<file path="src/rtl/carrier_nco.sv">
// carrier_nco
//   Phase-accumulator NCO producing the sine-ROM read address for the AM
//   modulator carrier. The key-control offset is turned into a clamped tuning
//   word. While running, a new word is applied only on an accumulator wrap, so
//   the carrier phase stays continuous across a frequency change.
//
// Ports
//   clk            in   system clock (27 MHz)
//   rst            in   asynchronous active-high reset
//   addr_change    in   [9:0] two's-complement frequency offset from key control
//   enable         in   run (1) / hold (0) for the accumulator and divider
//   rom_addr       out  [ADDR_W-1:0] sine ROM address (top bits of phase)
//   rom_addr_valid out  one-cycle strobe, rom_addr updated this cycle
//   wrap_pulse     out  one-cycle strobe, accumulator wrapped on the last advance
//   ftw_active     out  [ACC_W-1:0] tuning word currently in use
module carrier_nco #(
  parameter int ACC_W      = 24,
  parameter int ADDR_W     = 10,
  parameter int BASE_FTW   = 62138,
  parameter int STEP_SHIFT = 4,
  parameter int FTW_MIN    = 16,
  parameter int FTW_MAX    = 2**(ACC_W-1)-1,
  parameter int SAMPLE_DIV = 1
) (
  input  logic              clk,
  input  logic              rst,
  input  logic [9:0]        addr_change,
  input  logic              enable,
  output logic [ADDR_W-1:0] rom_addr,
  output logic              rom_addr_valid,
  output logic              wrap_pulse,
  output logic [ACC_W-1:0]  ftw_active
);

  // Two guard bits so the offset sum and its clamp compare cannot overflow.
  localparam int TW    = ACC_W + 2;
  localparam int DIV_W = (SAMPLE_DIV > 1) ? $clog2(SAMPLE_DIV) : 1;

  localparam logic [DIV_W-1:0]     DIV_LAST = DIV_W'(SAMPLE_DIV - 1);
  localparam logic signed [TW-1:0] BASE_S   = TW'(BASE_FTW);
  localparam logic signed [TW-1:0] MIN_S    = TW'(FTW_MIN);
  localparam logic signed [TW-1:0] MAX_S    = TW'(FTW_MAX);
  localparam logic [ACC_W-1:0]     FTW_RST  = ACC_W'(BASE_FTW);
  // The target register tracks addr_change=0 after reset, clamped like any other target.
  localparam logic [ACC_W-1:0]     TGT_RST  = (BASE_FTW < FTW_MIN) ? ACC_W'(FTW_MIN) :
                                              (BASE_FTW > FTW_MAX) ? ACC_W'(FTW_MAX) :
                                              ACC_W'(BASE_FTW);

  logic [ACC_W-1:0] r_acc;
  logic [ACC_W-1:0] r_target;
  logic [9:0]       r_cap;
  logic             r_pending;
  logic [DIV_W-1:0] r_div;

  logic signed [TW-1:0] w_sext;
  logic signed [TW-1:0] w_sum;
  logic [ACC_W-1:0]     w_target_next;
  logic [ACC_W:0]       w_adv;
  logic                 w_tick;
  logic                 w_change;
  logic                 w_load;

  assign w_sext = {{(TW-10){addr_change[9]}}, addr_change};
  assign w_sum  = BASE_S + (w_sext <<< STEP_SHIFT);

  always_comb begin
    w_target_next = w_sum[ACC_W-1:0];
    if (w_sum < MIN_S) begin
      w_target_next = ACC_W'(FTW_MIN);
    end else if (w_sum > MAX_S) begin
      w_target_next = ACC_W'(FTW_MAX);
    end
  end

  assign w_tick   = enable && (r_div == DIV_LAST);
  // Extra top bit carries the wrap out of the phase add.
  assign w_adv    = {1'b0, r_acc} + {1'b0, ftw_active};
  assign w_change = (addr_change != r_cap);
  // Held: follow the target directly. Running: swap words only at a wrap so
  // the phase never jumps; the add on that edge still uses the old word.
  assign w_load   = !enable || (w_tick && w_adv[ACC_W] && r_pending);

  always_ff @(posedge clk or posedge rst) begin
    if (rst) begin
      r_acc          <= '0;
      r_target       <= TGT_RST;
      r_cap          <= '0;
      r_pending      <= 1'b0;
      r_div          <= '0;
      rom_addr       <= '0;
      rom_addr_valid <= 1'b0;
      wrap_pulse     <= 1'b0;
      ftw_active     <= FTW_RST;
    end else begin
      r_cap    <= addr_change;
      r_target <= w_target_next;

      // A change landing on the same edge as a wrap load stays pending.
      if (w_change) begin
        r_pending <= 1'b1;
      end else if (w_load) begin
        r_pending <= 1'b0;
      end

      if (w_load) begin
        ftw_active <= r_target;
      end

      if (enable) begin
        r_div <= w_tick ? '0 : r_div + 1'b1;
      end

      rom_addr_valid <= w_tick;
      wrap_pulse     <= w_tick & w_adv[ACC_W];

      if (w_tick) begin
        r_acc    <= w_adv[ACC_W-1:0];
        rom_addr <= w_adv[ACC_W-1 -: ADDR_W];
      end
    end
  end

endmodule

</file>
<file path="config.mk">
export PLATFORM = sky130hd
export DESIGN_NAME = carrier_nco
export DESIGN_NICKNAME = d
export VERILOG_FILES = /design/src/rtl/carrier_nco.sv
export SDC_FILE = /design/constraint.sdc
export NUM_CORES = 1
export LEC_CHECK = 0
export ABC_CLOCK_PERIOD_IN_PS = 6100
export CORE_ASPECT_RATIO = 1.5
export CORE_MARGIN = 1
export CORE_UTILIZATION = 56
export CTS_BUF_LIST = sky130_fd_sc_hd__clkbuf_4 sky130_fd_sc_hd__clkbuf_8
export CTS_CLUSTER_DIAMETER = 150
export DETAILED_ROUTE_END_ITERATION = 12
export GPL_ROUTABILITY_DRIVEN = 0
export PLACE_DENSITY = 0.82
export SYNTH_ARGS = -nofsm -noshare
export SYNTH_HDL_FRONTEND = slang
export SYNTH_SLANG_ARGS = --single-unit
</file>
<file path="constraint.sdc">
create_clock -name clk -period 6.1 [get_ports clk]
set_clock_uncertainty 0.2 [all_clocks]
set_input_delay 0.61 -clock clk [delete_from_list [all_inputs] [get_ports clk]]
set_output_delay 0.61 -clock clk [all_outputs]
set_load 0.01 [all_outputs]
</file>
# After elaboration in Yosys (flattened, before gate mapping)
# Index checks and enable logic that the tools add are counted.
[word_totals]
regBits = 96
inputBits = 13
output_inout_bits = 36
word_cells = 28
[op_classes]
add_sub_neg = 3
magnitude_cmp = 2
n_eq_ne = 1
muxes = 5
bitwise = 2
reduce_logical = 6
[ops]
columns = ["operator", "count"]
rows = [
  ["2-to-1 mux 24 bit", 2],
  ["adder 24 x 24 -> 25 bit", 1],
  ["greater-than comparator 18 x 24 -> 1 bit, second input constant", 1],
  ["adder 17 x 14 -> 18 bit, first input constant", 1],
  ["less-than comparator 18 x 6 -> 1 bit, second input constant", 1],
  ["inequality test 10 bit", 1],
  ["logical AND 1 bit", 3],
  ["2-to-1 mux 1 bit", 3],
  ["nonzero test 2 bit", 1],
  ["adder 1 bit, second input constant", 1],
  ["bitwise AND 1 bit", 1],
  ["logical NOT 1 bit", 1],
  ["logical OR 1 bit", 1],
  ["inverter 1 bit", 1],
]

# Longest topological paths before layout
# Gate-level depths: netlist (run 1).
[depth]
word_depth = 7
ltp_mapped = 9

# Least setup slack after synthesis (run 1)
# No wires, ideal clock.
[synth_timing]
path_kind = "reg-to-reg"
start = "register ftw_active[13]"
end = "register ftw_active[10]"
setup_ns = 0.125
arrival_time_ns = 2.315
path_slack_ns = 3.460
path_stages_with_launch = 10
synth_period_minus_slack_ns = 2.640
cell_sequence = "dfstp_2 > ha_1 > buf_6 > a21oi_4 > o21ai_2 > o21bai_1 > a221oi_4 > o21ai_4 > buf_6 > mux2_4"
[synth_between]
elab_chain_len = 4
[synth_lines]
columns = ["element", "line", "rtl"]
rows = [
  ["from (decl)", "32", "output logic [ACC_W-1:0] ftw_active"],
  ["from (signal assigned)", "106", "ftw_active <= r_target;"],
  ["adder 24 x 24 -> 25 bit", "77", "assign w_adv = {1'b0, r_acc} + {1'b0, ftw_active};"],
  ["logical AND 1 bit (2 in series)", "81", "assign w_load = !enable || (w_tick && w_adv[ACC_W] && r_pending);"],
  ["logical OR 1 bit", "81", ""],
]
# Every way passes these cells.
# A chain may end at the register's enable or synchronous reset.

# Worst setup path after layout (run 1)
[layout_timing]
start = "input port enable"
end = "register rom_addr[2]"
[layout_between]
elab_chain_len = 1
[layout_lines]
columns = ["element", "line", "rtl"]
rows = [
  ["from (decl)", "28", "input logic enable,"],
  ["logical AND 1 bit", "75", "assign w_tick = enable && (r_div == DIV_LAST);"],
  ["via w_tick", "59", "logic w_tick;"],
  ["to (signal assigned)", "118", "rom_addr <= w_adv[ACC_W-1 -: ADDR_W];"],
  ["to (decl)", "29", "output logic [ADDR_W-1:0] rom_addr,"],
]
# The timed path passes the listed nets, and every way through them passes these cells.

==> impl_metrics.tcl, run 1 <==
set metrics [dict create \
    ant_nets 0 \
    drt_wl_total_um 6050 \
    r2r_cells 6 \
    endpoint "rom_addr[2]" \
    cts_tree "done" \
    drive_gt1_frac 0.178 \
    cp-start-kind "input pin" \
    leakagePower_nw 1.71 \
    hold_buffers 0 \
    die-area_um2 6420 \
    area_growth_pct 15.5 \
    cts_inserted_buffers 9 \
    yosysSeqAreaShare 0.483 \
    r2r-end "ftw_active[11]" \
    grt_max_degree 66 \
    synthFlopType "dfrtp_1" \
    hp-class "flip-flop to flip-flop" \
    cts_root_buf "clkbuf_8" \
    rsz0062_at_grt "false" \
    async_flop_share 1.00 \
    synth_cell_types 48 \
    cpPeakStageDelay_ns 0.86 \
    coreArea_um2 5830 \
    fill_cells 464 \
    critPathRequiredTime_ns 6.12 \
    postSynthCellCount 309 \
    fin_area_um2 3940 \
    antenna_found_initial 0 \
    die-height_um 97.6 \
    worst_ir_drop_vdd_mv 0.239 \
    num_rows 34 \
    path_delay_family "simple AND/OR/NAND/NOR gates" \
    slowest_stage "nand2b_1" \
    drt_iter0_markers 80 \
    vias 2284 \
    utilization 0.677 \
    wl_per_cell_um 14.6 \
    crit_type "input pin to flip-flop" \
    syn_area_um2 3410 \
    cp_cell_sequence "clkdlybuf4s50_1 -> nand2b_1 -> clkinv_1 -> nand2_1 -> nor3b_1 -> a221oi_1 -> nand3_1" \
    port-buffer-count 39 \
    fp.dieW_um 65.8 \
    crit_path_start "enable" \
    clock_sinks 65 \
    io_pins 49 \
    grt_pass1_wl_um 10200 \
    setup_violations 0 \
    grtUsageTotal 0.213 \
    critPathMaxFanout 36 \
    finalNetCount 367 \
    crit_path_end_kind "flip-flop" \
    htree_levels 3 \
    arrival_ns 3.15 \
    clk_pin_slew_ns 0.07 \
    syn_avg_cell_area_um2 11.1 \
    r2r_setup_slack_ns 3.15 \
    insertion_delay_ns 0.35 \
    synth-edff-count 0 \
    min_period_over_period 0.513 \
    grt-ovfl-total 0 \
    drtPass1Iterations 4 \
    finalHoldViolCount 0 \
    ys_warn_count 0 \
    finalSetupTns_ns 0 \
    grt_pass1_vias 2290 \
    r2r_start "rom_addr[0]" \
    fin_crit_ns 3.13 \
    slew_viol_final 0 \
    cts_resized 0 \
    maxCapViolCount 0 \
    placed_cell_area_um2 3720 \
    max_freq_ghz 0.319 \
    synth-seq-cells 65 \
    cts_buffer_depth 2 \
    post_cts_buffers 0 \
    worstPathBufferInverterCount 2 \
    dp_hpwl_um 4280 \
    outcome "complete, no violations" \
    viasPerCell 5.52 \
    drc 0 \
    p_per_area_nw_per_um2 449 \
    slew_headroom 0.218 \
    cp_num_cells 7 \
    insertedDiodeCount 0 \
    initial_core_util 0.586 \
    worstMarginPinSlew_ns 1.17 \
]
layout make-up:
class	instances	area (µm²)	share of cell area
Sequential cell	65	1650	0.418
Multi-Input combinational cell	212	1550	0.393
Timing Repair Buffer	40	398	0.101
Clock buffer	11	145	0.0368
Tap cell	72	90.1	0.0228
Clock inverter	5	78.8	0.0200
Inverter	9	33.8	0.00857
per-stage QoR:
| step | power, W | instances | hold WS, ns | worst slack, ns |
|---|---|---|---|---|
| 6_report | 0.00177 | 414 | 0.285 | 2.97 |
| 5_1_grt | 0.00189 | 414 | 0.307 | 2.72 |
| 4_1_cts | 0.00178 | 414 | 0.292 | 2.99 |
| 3_5_place_dp | 0.00136 | 398 | 0.273 | 2.64 |
| 3_3_place_gp | 0.00133 | 398 | 0.256 | 2.74 |
| 2_1_floorplan | 0.00120 | 317 | 0.250 | 3.46 |
worst min-delay path by stage:
stage / depth (start not counted) / start / endpoint / slack (ns)
6_report: 1 / r_target[11] / ftw_active[11] / 0.29
3_5_place_dp: 1 / r_target[11] / ftw_active[11] / 0.27
4_1_cts: 1 / r_target[11] / ftw_active[11] / 0.29
5_1_grt: 1 / r_target[10] / ftw_active[10] / 0.31
2_1_floorplan: 2 / r_acc[1] / r_acc[1] / 0.25
3_3_place_gp: 1 / r_target[11] / ftw_active[11] / 0.26
report_power, final:
part	total (W)	switching, W	internal (W)	leakage (nW)
combinational	0.000750	0.000398	0.000352	0.837
sequential	0.000612	0.0000735	0.000538	0.755
clock	0.000411	0.000166	0.000245	0.117
cells in the mapped netlist, types with 3 or more instances:
library cell / count / share of area
a21oi_1: 7 / 0.010
dfstp_2: 18 / 0.14
nand3_1: 7 / 0.010
inv_1: 8 / 0.0088
nor2_1: 13 / 0.014
nor3_1: 4 / 0.0059
o21ai_0: 18 / 0.026
xor2_1: 11 / 0.028
and3_1: 3 / 0.0055
mux2_2: 5 / 0.016
a31oi_1: 3 / 0.0055
nor2b_1: 3 / 0.0055
or4_1: 3 / 0.0066
clkbuf_1: 6 / 0.0066
buf_4: 21 / 0.046
a21o_1: 5 / 0.011
ha_1: 17 / 0.062
mux2_4: 9 / 0.040
nand4_1: 7 / 0.013
nand2_1: 30 / 0.033
xnor2_1: 24 / 0.062
nor4_1: 3 / 0.0055
dfrtp_1: 47 / 0.34
o21a_1: 3 / 0.0066
per-layer routing:
metal,part of all wire,vias up,track usage
met1,0.43,1111,0.241
met4,0.022,0,0.104
li1,-,1100,-
met5,0,-,0
met2,0.51,58,0.351
met3,0.042,15,0.0692
placed cells by master, fill, tap and decap left out, drive strengths merged, types with 2 or more instances in the layout:
cell type	instances
dfrtp	47
clkdlybuf4s50	39
nand2	30
xnor2	24
o21ai	20
dfstp	18
ha	17
mux2	14
nor2	13
xor2	11
clkbuf	11
conb	10
a21oi	8
inv	8
nand4	7
nand3	7
a21o	5
nor3	4
a31oi	4
clkinv	4
and3	3
or4	3
nor4	3
nor2b	3
o21a	3
a221oi	3
o21bai	2
a211oi	2
nand2b	2
a31o	2
nor3b	2
o211ai	2
or2	2
bufinv	2
registers in the layout, summed over array words and instances, names as in the netlist:
| register | flops |
|---|---|
| ftw_active | 14 |
| r_acc | 13 |
| r_cap | 10 |
| r_div | 1 |
| r_pending | 1 |
| r_target | 14 |
| rom_addr | 10 |
| rom_addr_valid | 1 |
| wrap_pulse | 1 |
cells by family after synthesis:
kind of cell | count (synthesis) | synth area share
and+or+nand+nor | 80 | 0.113
xor gates and xnor gates | 35 | 0.0898
adders and majority gates | 17 | 0.0623
muxes | 14 | 0.0561
AOI/OAI and AO/OA | 56 | 0.121
buffers and inverters | 40 | 0.0722
other | 2 | 0.00220
DFF | 65 | 0.483
(Power assumes the default switching activity.)
==> run 2, diff against run 1 <==
- ABC_CLOCK_PERIOD_IN_PS: 6100 -> 2700
- CORE_UTILIZATION: 56 -> 51
- PLACE_DENSITY: 0.82 -> 0.78
- clock period: 6.1 -> 2.7 ns (I/O delays scaled with it)
==> run 2 against run 1 <==
Effect of this change:
- non-clock buffer count increased by 17
- sequential cell count unchanged
- register-to-register slack got worse by 3.1 ns
- critical path depth increased by 1
- final cell count increased by 5.1%
- total power increased by 130%
- clock power increased by 87%
- largest cell class unchanged
- largest power group unchanged
==> impl_metrics.tcl, run 2 (synthesis gave the netlist of run 1 again) <==
set metrics [dict create \
    grt_max_degree 66 \
    cts_buffer_depth 2 \
    cp_cell_sequence "ha_2 -> a21oi_4 -> o21ai_2 -> o21bai_1 -> a221oi_4 -> o21ai_4 -> buf_12 -> mux2_4" \
    layout_commonest_cell "dfrtp_1" \
    slowest_stage "dfstp_2" \
    maxCapViolCount 0 \
    setup_violations 0 \
    cts_root_buf "clkbuf_8" \
    utilization 0.629 \
    insertion_delay_ns 0.35 \
    r2r_start "ftw_active[13]" \
    max_freq_ghz 0.381 \
    top_regs "ftw_active x14, r_target x14, r_acc x13" \
    crit_type "flip-flop to flip-flop" \
    grt_pass1_vias 2333 \
    drt_iter0_markers 139 \
    area_growth_pct 19.5 \
    cpPeakStageDelay_ns 0.54 \
    grtUsageTotal 0.210 \
    leakagePower_nw 1.78 \
    drc 0 \
    vias 2339 \
    htree_levels 3 \
    wl_per_cell_um 14.8 \
    die-area_um2 7030 \
    finalSetupTns_ns 0 \
    critPathRequiredTime_ns 2.73 \
    p_per_area_nw_per_um2 990 \
    drt_wl_total_um 6420 \
    dp_hpwl_um 4560 \
    finalNetCount 384 \
    clock_sinks 65 \
    worst_ir_drop_vdd_mv 0.450 \
    num_rows 36 \
    viasPerCell 5.38 \
    coreArea_um2 6490 \
    min_period_over_period 0.973 \
    cts_tree "done" \
    drtPass1Iterations 4 \
    arrival_ns 2.66 \
    r2r_setup_slack_ns 0.07 \
    r2r-end "ftw_active[6]" \
    grt_pass1_wl_um 10500 \
    outcome "complete, no violations" \
    initial_core_util 0.526 \
    antenna_found_initial 0 \
    die-height_um 102 \
    fin_crit_ns 2.63 \
    cp-start-kind "flip-flop" \
    grt-ovfl-total 0 \
    finalHoldViolCount 0 \
    cts_inserted_buffers 9 \
    port-buffer-count 39 \
    fp.dieW_um 68.8 \
    insertedDiodeCount 0 \
    io_pins 49 \
    clk_pin_slew_ns 0.07 \
    fill_cells 542 \
    layout_common_cells "47 x dfrtp_1, 39 x clkdlybuf4s50_1, 30 x nand2_1, 24 x xnor2_1" \
    crit_path_end_kind "flip-flop" \
    critPathMaxFanout 15 \
    drive_gt1_frac 0.231 \
    rsz0062_at_grt "false" \
    slew_viol_final 0 \
    hp-class "input pin to asynchronous set/reset pin" \
    ant_nets 0 \
    r2r_cells 8 \
]
run 2: worst max-delay path by stage:
stage / start / endpoint / slack, ns
2_1_floorplan: ftw_active[13] / ftw_active[10] / 0.06
3_3_place_gp: ftw_active[13] / ftw_active[16] / 0.13
3_5_place_dp: ftw_active[13] / ftw_active[10] / 0.06
4_1_cts: ftw_active[5] / ftw_active[6] / 0.04
5_1_grt: ftw_active[13] / ftw_active[6] / 0.006
6_report: ftw_active[13] / ftw_active[6] / 0.07
run 2: critical path: cells and delay by family (launching register included):
kind                     cells  cell delay (ns)
AO/OA/AOI/OAI                5             0.95
adder cells (fa/ha/maj)      1             0.33
multiplexers                 1             0.31
flip-flops                   1             0.54
buffers and inverters        1             0.17
run 2: what timing repair did:
item | in CTS | in global routing
hold buffers | 0 | 0
endpoints found under the setup margin | 0 | 17
hold endpoints to repair | 0 | 0
buffers inserted | 0 | 2
gates resized for setup | 0 | 5
run 2: cell type report:
cell class | count | area [µm²] | share of cell area
sequential | 65 | 1650 | 0.404
multi-input combinational | 212 | 1570 | 0.384
timing repair buffer | 57 | 551 | 0.135
clock buffer | 13 | 166 | 0.0408
tap | 76 | 95.1 | 0.0233
inverter | 9 | 33.8 | 0.00828
clock inverter | 3 | 17.5 | 0.00429
run 2: per-layer routing:
| layer | vias to the layer above | routed length [µm] | global-route usage | part of all wire |
|---|---|---|---|---|
| met5 | - | 0 | 0 | 0 |
| met4 | 0 | 202 | 0.116 | 0.031 |
| met3 | 18 | 269 | 0.0670 | 0.042 |
| met2 | 66 | 3370 | 0.353 | 0.53 |
| met1 | 1124 | 2570 | 0.228 | 0.40 |
| li1 | 1131 | - | - | - |
run 2: metrics by stage:
stage / hold slack [ns] / cells / total power [W] / cell area (µm²) / setup WS (ns)
after CTS: 0.103 / 433 / 0.00401 / 4050 / 0.0438
after global placement: 0.258 / 417 / 0.00316 / 3860 / 0.131
after global routing: 0.142 / 435 / 0.00433 / 4080 / 0.00577
after detailed placement: 0.265 / 417 / 0.00322 / 3860 / 0.0626
final: 0.0846 / 435 / 0.00404 / 4080 / 0.0729
after floorplan: 0.0962 / 317 / 0.00272 / 3440 / 0.0602
run 2: power by group:
part / total [W] / internal, W / switching [W] / leakage (nW)
sequential: 0.00138 / 0.00122 / 0.000163 / 0.755
clock: 0.000768 / 0.000401 / 0.000368 / 0.0963
combinational: 0.00189 / 0.000947 / 0.000946 / 0.927
total: 0.00404 / 0.00256 / 0.00148 / 1.78
==> run 3, diff against run 2 <==
- SETUP_SLACK_MARGIN: unset -> 0.4
==> run 3 against run 2 <==
Effect of this change:
- global-route usage rose by 2.3 points
- non-clock buffer count is 19 higher
- total power is 17% higher
- design area increased by 11%
- core utilization increased by 6.9 points
- routed wire length grew 19%
- clock power shrank 1%
- sequential power rose by 4%
- die area stayed put
- sequential cell count is the same
- setup slack gained 0.11 ns
- critical path type unchanged
- largest power group unchanged
==> impl_metrics.tcl, run 3 (synthesis gave the netlist of run 1 again) <==
set metrics [dict create \
    drive_gt1_frac 0.336 \
    maxCapViolCount 0 \
    grt_pass1_vias 2444 \
    combPwrFrac 0.537 \
    p_per_area_nw_per_um2 1050 \
    switchingPower_w 0.00182 \
    power_w 0.00473 \
    antenna_found_initial 0 \
    vias 2465 \
    slew_viol_final 0 \
    finalHoldViolCount 0 \
    setup_violations 0 \
    p_seq_frac 0.303 \
    dp_slack_ns -0.0792 \
    htree_levels 3 \
    drc 0 \
    drt_wl_total_um 7630 \
    num_rows 36 \
    switching_share 0.384 \
    placed_cells 414 \
    multi_input_area_um2 1850 \
    crit_type "flip-flop to flip-flop" \
    fin_area_um2 4530 \
    port-buffer-count 39 \
    clock_sinks 65 \
    grt_pass1_wl_um 11700 \
    critPathRequiredTime_ns 2.73 \
    area_growth_pct 32.6 \
    viasPerCell 5.43 \
    final_cells 454 \
    initial_core_util 0.526 \
    cts_inserted_buffers 9 \
    fin_crit_ns 2.51 \
    top_regs "ftw_active x14, r_target x14, r_acc x13" \
    layout_common_cells "47 x dfrtp_1, 39 x clkdlybuf4s50_1, 33 x buf_4, 29 x nand2_1, 24 x xnor2_1" \
    rsz0062_at_grt "true" \
    finalNetCount 403 \
    coreArea_um2 6490 \
    cp-start-kind "flip-flop" \
    internal-power_w 0.00292 \
    outcome "complete, no violations" \
    min_period_over_period 0.931 \
    leakagePower_nw 1.91 \
    seq_area_um2 1650 \
    critPathMaxFanout 5 \
    die-height_um 102 \
    wl_per_cell_um 16.8 \
    ant_nets 0 \
    io_pins 49 \
    setup_slack_ns 0.186 \
    placed_cell_area_um2 3870 \
    crit_path_end_kind "flip-flop" \
    cts_buffer_depth 2 \
    cts_tree "done" \
    grt_max_degree 66 \
    grtUsageTotal 0.233 \
    fill_cells 456 \
    drtPass1Iterations 4 \
    hp-class "input pin to asynchronous set/reset pin" \
    drt_iter0_markers 185 \
    clk_pin_slew_ns 0.08 \
    fp.dieW_um 68.8 \
    dp_hpwl_um 4950 \
    cts_root_buf "clkbuf_8" \
    worst_ir_drop_vdd_mv 0.448 \
    die-area_um2 7030 \
    p_clk_frac 0.160 \
    grt-ovfl-total 0 \
    hold_buffers 0 \
    insertedDiodeCount 0 \
    arrival_ns 2.54 \
    holdWs_ns 0.131 \
    layout_commonest_cell "dfrtp_1" \
    max_freq_ghz 0.398 \
    insertion_delay_ns 0.34 \
]
-- run 3: repair_timing --
| action | in CTS | in global routing |
|---|---|---|
| cloned | 1 | 0 |
| pin swaps | 17 | 14 |
| buffers inserted | 10 | 13 |
| endpoints found under the setup margin | 29 | 28 |
| resized for setup | 26 | 19 |
-- run 3: power by group through the flow --
| stage | Sequential, W | Combinational, W | Clock, W |
|---|---|---|---|
| final | 0.00143 | 0.00254 | 0.000757 |
| after global routing | 0.00146 | 0.00274 | 0.000824 |
| after CTS | 0.00141 | 0.00218 | 0.000767 |
| after detailed placement | 0.00141 | 0.00189 | 0 |
| after global placement | 0.00139 | 0.00183 | 0 |
| after floorplan | 0.00137 | 0.00142 | 0 |
-- run 3: stage by stage --
stage / util / setup TNS [ns]
2_1_floorplan: - / 0
3_5_place_dp: 0.597 / -0.309
5_1_grt: 0.698 / 0
6_report: 0.698 / 0
4_1_cts: 0.663 / 0
3_3_place_gp: 0.597 / 0
-- run 3: worst max-delay path, stage by stage (launching register included) --
cell and delay, ns:
dfstp_2 0.58, ha_4 0.23, a211oi_4 0.31, o221ai_4 0.17
a221oi_4 0.33, o21ai_4 0.13, buf_12 0.16, mux2_4 0.29
-- run 3: final timing paths --
kind / startpoint / to / slack [ns] / cells past startpoint
worst min register to register: r_target[10] / ftw_active[10] / 0.27 / 1
worst max-delay path: ftw_active[5] / ftw_active[8] / 0.19 / 7
worst min-delay path: rst / r_acc[6] / 0.13 / 3
max in group asynchronous: rst / r_target[12] / 1.83 / 3
min in group clk: r_target[10] / ftw_active[10] / 0.27 / 1
worst max register to register: ftw_active[5] / ftw_active[8] / 0.19 / 7
-- run 3: final cells by class --
class | count | share of cell area
Clock buffer | 12 | 0.0337
Clock inverter | 4 | 0.00636
Inverter | 9 | 0.00746
Multi-Input combinational cell | 212 | 0.410
Sequential cell | 65 | 0.364
Tap cell | 76 | 0.0210
Timing Repair Buffer | 76 | 0.158
-- run 3: routing by layer --
| metal | part of all wire | vias up | global-route usage |
|---|---|---|---|
| met5 | 0 | - | 0 |
| met4 | 0.025 | 0 | 0.0832 |
| met3 | 0.033 | 18 | 0.0603 |
| met2 | 0.54 | 66 | 0.410 |
| met1 | 0.40 | 1209 | 0.265 |
| li1 | - | 1172 | - |
